**src/rtl/tag_ram_init_ctrl.sv**
```systemverilog
// Tag bank front-end: sweeps FLUSH_VALUE into every entry after reset and on flush request,
// otherwise forwards controller lookups to the bank and returns read data with a valid strobe.
module tag_ram_init_ctrl #(
  parameter int                    DATA_WIDTH  = 10,
  parameter int                    ADDR_WIDTH  = 5,
  parameter logic [DATA_WIDTH-1:0] FLUSH_VALUE = '0
) (
  input  logic                  clk,
  input  logic                  rst,
  input  logic                  flush_req_i,
  output logic                  flush_ack_o,
  output logic                  busy_o,
  input  logic                  lookup_req_i,
  input  logic                  lookup_we_i,
  input  logic [ADDR_WIDTH-1:0] lookup_addr_i,
  input  logic [DATA_WIDTH-1:0] lookup_wdata_i,
  output logic                  lookup_gnt_o,
  output logic                  lookup_rvalid_o,
  output logic [DATA_WIDTH-1:0] lookup_rdata_o,
  output logic                  tag_req_o,
  output logic                  tag_write_o,
  output logic [ADDR_WIDTH-1:0] tag_addr_o,
  output logic [DATA_WIDTH-1:0] tag_wdata_o,
  input  logic [DATA_WIDTH-1:0] tag_rdata_i
);

  typedef enum logic {SWEEP, IDLE} state_t;

  localparam logic [ADDR_WIDTH-1:0] LAST_ENTRY = '1;

  state_t                  state_reg;
  logic [ADDR_WIDTH-1:0]   cnt_reg;
  logic                    ack_pend_reg;
  logic                    rvalid_reg;
  logic                    flush_ack_reg;

  logic sweeping;
  logic gnt;

  assign sweeping = (state_reg == SWEEP);
  // A flush taken in IDLE wins over a same-cycle lookup.
  assign gnt      = !rst && !sweeping && !flush_req_i && lookup_req_i;

  always_comb begin
    tag_req_o   = 1'b0;
    tag_write_o = 1'b0;
    tag_addr_o  = '0;
    tag_wdata_o = '0;
    if (!rst) begin
      if (sweeping) begin
        tag_req_o   = 1'b1;
        tag_write_o = 1'b1;
        tag_addr_o  = cnt_reg;
        tag_wdata_o = FLUSH_VALUE;
      end else if (!flush_req_i) begin
        tag_req_o   = lookup_req_i;
        tag_write_o = lookup_we_i;
        tag_addr_o  = lookup_addr_i;
        tag_wdata_o = lookup_wdata_i;
      end
    end
  end

  assign lookup_gnt_o    = gnt;
  assign busy_o          = rst || sweeping;
  assign flush_ack_o     = !rst && flush_ack_reg;
  assign lookup_rvalid_o = !rst && rvalid_reg;
  assign lookup_rdata_o  = lookup_rvalid_o ? tag_rdata_i : '0;

  always_ff @(posedge clk) begin
    if (rst) begin
      state_reg     <= SWEEP;
      cnt_reg       <= '0;
      ack_pend_reg  <= 1'b0;
      rvalid_reg    <= 1'b0;
      flush_ack_reg <= 1'b0;
    end else begin
      flush_ack_reg <= 1'b0;
      rvalid_reg    <= gnt && !lookup_we_i;
      case (state_reg)
        SWEEP: begin
          cnt_reg <= cnt_reg + 1'b1;
          if (flush_req_i) ack_pend_reg <= 1'b1;
          if (cnt_reg == LAST_ENTRY) begin
            // A request seen on the final write is still covered by this sweep.
            state_reg     <= IDLE;
            cnt_reg       <= '0;
            flush_ack_reg <= ack_pend_reg || flush_req_i;
            ack_pend_reg  <= 1'b0;
          end
        end
        IDLE: begin
          if (flush_req_i) begin
            state_reg    <= SWEEP;
            cnt_reg      <= '0;
            ack_pend_reg <= 1'b1;
          end
        end
        default: state_reg <= SWEEP;
      endcase
    end
  end

endmodule
```
**config.mk**
```make
export PLATFORM = sky130hd
export DESIGN_NAME = tag_ram_init_ctrl
export DESIGN_NICKNAME = d
export VERILOG_FILES = /design/src/rtl/tag_ram_init_ctrl.sv
export SDC_FILE = /design/constraint.sdc
export NUM_CORES = 1
export LEC_CHECK = 0
export CORE_ASPECT_RATIO = 1.5
export CORE_UTILIZATION = 29
export DETAILED_ROUTE_END_ITERATION = 8
export GPL_TIMING_DRIVEN = 0
export PLACE_DENSITY = 0.77
export SLEW_MARGIN = 5
export SYNTH_ARGS = -nofsm -noshare
export SYNTH_HDL_FRONTEND = slang
export SYNTH_SLANG_ARGS = --single-unit
```
**constraint.sdc**
```tcl
create_clock -name clk -period 2.7 [get_ports clk]
set_input_delay 0.54 -clock clk [delete_from_list [all_inputs] [get_ports clk]]
set_output_delay 0.54 -clock clk [all_outputs]
set_load 0.005 [all_outputs]
```
Yosys cells after proc, flatten, opt, wreduce, memory -nomap -nowiden
Index checks and enable logic that the tools add are counted.
Widths: inputs -> output; s select.

storage, ports and cells
  bits of input ports = 30
  bits in registers = 9
  output and inout port bits = 31
  word-level logic and storage cells = 44

operators by class
  reductions and logical operators = 12
  eq/ne operators = 2
  multiplexer cells = 22
  bitwise operators = 2
  add/sub/neg operators = 1

operators by type and width
  cell                 number
  $mux 10              4
  $mux 5               5
  $mux 1               10
  $pmux 5 s2           1
  $logic_and 1x1->1    6
  $add 5x1->5 const B  1
  $eq 5x5->1 const B   1
  $pmux 1 s2           2
  $logic_not 1->1      3
  $reduce_or 3->1      1
  $logic_or 1x1->1     2
  $ne 2x2->1 const B   1
  $not 1->1            2

Depth between registers and ports, before layout
  depth after elaboration = 5
  depth in mapped cells = 6
  mapped depth without buffers = 6

Worst setup path before layout
OpenSTA, ideal clock, no wires.

  path kind = input port to output port
  from = input rst
  to = output tag_wdata_o[0]
  path slack = 0.918 ns
  arrival = 1.242 ns
  stages = 4
  path buffers = 2
  required time = 2.160 ns
  path through = buf_2 > nor3b_1 > clkbuf_2 > and2_1

between the ends
  word-level cells in the longest chain between the ends = 1

RTL lines
  item                RTL line  source
  start: declaration  9         input logic rst,
  $mux 10             49        if (!rst) begin
  end: declaration    23        output logic [DATA_WIDTH-1:0] tag_wdata_o,

No other way between the ends.

Worst setup path after layout
  from = input flush_req_i
  to = output tag_wdata_o[0]

between the ends
  word-level cells in the longest chain between the ends = 3

RTL lines
  item                RTL line  source
  start: declaration  10        input logic flush_req_i,
  $mux 10             55        end else if (!flush_req_i) begin
  $mux 10             50        if (sweeping) begin
  $mux 10             49

No other way between the ends.

==> results_dict.tcl <==
set metrics [dict create \
    clock_path_buffers 2 \
    cts_buffers 3 \
    rsz0062_at_grt "no" \
    layout_commonest_cell "clkdlybuf4s50_1" \
    hpwl_um 1730 \
    hold_viol 0 \
    status "finished, final reports clean" \
    multi_input_comb_area_um2 439 \
    setup_viol 0 \
    p_leak_nw 0.515 \
    netlist_instances 89 \
    cpPeakStageDelay_ns 0.52 \
    avgRoutedWirePerCell_um 12.1 \
    worstPathCellList "dlygate4sd2_1 -> nor3b_2 -> clkbuf_2 -> and2_1 -> clkdlybuf4s50_1" \
    hold_buffers 0 \
    htree_levels 1 \
    setup.worst_path.start "flush_req_i" \
    rrSetupSlack_ns 0.97 \
    yosysWarnings 0 \
    start_util_pct 31.7 \
    timing.slew.headroom_pct 71.1 \
    maxCapViolCount 0 \
    grt_usage_pct 18.4 \
    ys_ff_latch 9 \
    cts_tree "done" \
    dp_slack_ns -0.0900 \
    worstSetupEndpointType "output pin" \
    tightest_slew_ns 0.434 \
    dr.pass1.iters 4 \
    synth_area_per_cell_um2 7.39 \
    grt-ovfl-total 0 \
    fill_cells 192 \
    grt_max_degree 11 \
    core_region_area_um2 2080 \
    grt_pass1_wl_um 3060 \
    finalMaxSlewViolations 0 \
    critical_path.slowest_cell "clkdlybuf4s50_1" \
    cp.required_ns 2.16 \
    vias 857 \
    syn_to_final_growth_pct 98.5 \
    drc 0 \
    gp_congestion 0.771 \
    fp-row-count 20 \
    io_buffers 59 \
    detail-route-antenna-nets 0 \
    period_share_pct 91.2 \
    vias_per_cell 4.93 \
    clk_latency_ns 0.28 \
    fin_tns_setup_ns 0 \
    crit_end "tag_wdata_o[0]" \
    worstReg2RegStart "cnt_reg[0]" \
    power_density_nw_per_um2 250 \
    first_global_vias 783 \
    peakVddDrop_mv 0.147 \
    syn_area_um2 658 \
    routed_wl_um 2110 \
    dieHeight_um 60.3 \
    period_minus_slack_ns 2.46 \
    clock-sinks 9 \
    fmax_mhz 406 \
    synth_cell_type_count 24 \
    skew_ns 0.00470 \
    clk_pin_slew_ns 0.06 \
    path_depth 5 \
    worstSetupStartpointType "input pin" \
    nNetsFinal 185 \
    n_antenna_cell 0 \
    die_w_um 40.9 \
    synth_fp_nets 121 \
    r2r_cells 5 \
    crit_path_max_fanout 10 \
    dieArea_um2 2470 \
    yosysTopAreaCell "dfxtp_1" \
    yosysTopAreaCellShare_pct 27.4 \
    postCtsSetupRepairBufs 0 \
    final_cell_mix "58 x clkdlybuf4s50_1, 20 x and2_1, 13 x a21oi_1" \
    critical_path_class "in -> out" \
    worstPathArrival_ns 1.92 \
    layout_setup_ws_ns 0.238 \
    reg2reg_to "cnt_reg[2]" \
    cts_resized 2 \
    whs_ns 0.478 \
    min_path_type "reg -> reg" \
    yosysSeqAreaShare_pct 27.4 \
    largest_register_ffs 5 \
    drtIter0Drc 10 \
    drive_gt1_share_pct 6.58 \
    worst-path-buf-inv 3 \
    cts_root_buf "clkbuf_4" \
    seqCellArea_um2 180 \
    crit_family "buffers and inverters" \
    grt_antenna_before_repair 0 \
    ios 61 \
    synth_area_leaders "dfxtp_1 27%, and2_1 19%, a21oi_1 9.9%" \
]
==> power breakdown <==
group / total [mW] / switching, mW / internal (mW)
Clock: 0.111 / 0.0538 / 0.0574
Sequential: 0.143 / 0.00564 / 0.138
Combinational: 0.0721 / 0.0205 / 0.0517
Total: 0.327 / 0.0799 / 0.247
==> logic make-up (layout without fill, tap and decap cells) <==
kind of cell	count (synthesis)	after routing	share of synthesized area (%)
adder cells (fa/ha/maj)	2	2	3.80
multiplexers	1	1	1.52
AND/OR/NAND/NOR	54	54	48.9
AO/OA/AOI/OAI	15	15	11.8
buffers and inverters	8	71	6.65
flip-flops	9	9	27.4
==> Yosys cell counts <==
cell      instances
nor3_1            3
nand4_1           1
nor2_1            9
o21ai_0           1
and2b_1           2
nor3b_1           1
nand2b_1          5
ha_1              2
clkbuf_2          2
and2_1           20
and3_1            1
nand3_1           1
or2b_1            1
buf_2             3
nand3b_1          2
a21oi_1          13
o21bai_1          1
mux2i_1           1
inv_1             1
or4b_1            1
buf_6             1
nor2b_1           7
clkbuf_1          1
dfxtp_1           9
==> cell type report <==
class | instances | share of cell area (%)
clock buffer | 4 | 2.01
inverter | 1 | 0.287
buffer | 7 | 3.07
tap | 22 | 2.11
sequential | 9 | 13.8
multi-input combinational | 72 | 33.6
timing repair buffer | 59 | 45.1
==> worst min-delay path by stage <==
stage                from         end  slack, ns  cells after the start
2_1_floorplan  cnt_reg[3]  cnt_reg[3]       0.45                      1
3_3_place_gp   cnt_reg[3]  cnt_reg[3]       0.47                      1
3_5_place_dp   cnt_reg[3]  cnt_reg[3]       0.47                      1
4_1_cts        cnt_reg[3]  cnt_reg[3]       0.48                      1
5_1_grt        cnt_reg[3]  cnt_reg[3]       0.52                      1
6_report       cnt_reg[3]  cnt_reg[3]       0.48                      1
==> worst reg2reg max path, delay by kind of cell, from the launching register on <==
| family | cells | cell delay (ns) |
|---|---|---|
| fa+ha+maj | 2 | 0.46 |
| compound gates | 1 | 0.15 |
| flops | 1 | 0.35 |
| simple gates | 2 | 0.70 |
==> through the flow <==
stage | cell area, um^2 | std cells | power [mW] | utilization, %
floorplan | 658 | 89 | 0.165 | -
global placement | 1280 | 170 | 0.217 | 61.4
detailed placement | 1280 | 170 | 0.219 | 61.4
CTS | 1310 | 174 | 0.327 | 62.9
global route | 1310 | 174 | 0.338 | 62.9
finish | 1310 | 174 | 0.327 | 62.9
==> layer usage <==
| layer | share of wire [%] | GRT usage [%] | vias to the layer above |
|---|---|---|---|
| met5 | 0 | 0 | - |
| met4 | 2.7 | 10.0 | 0 |
| met3 | 13 | 3.66 | 7 |
| met2 | 52 | 35.5 | 61 |
| met1 | 32 | 15.7 | 373 |
| li1 | - | - | 416 |
Power figures use the tool's default switching activity.
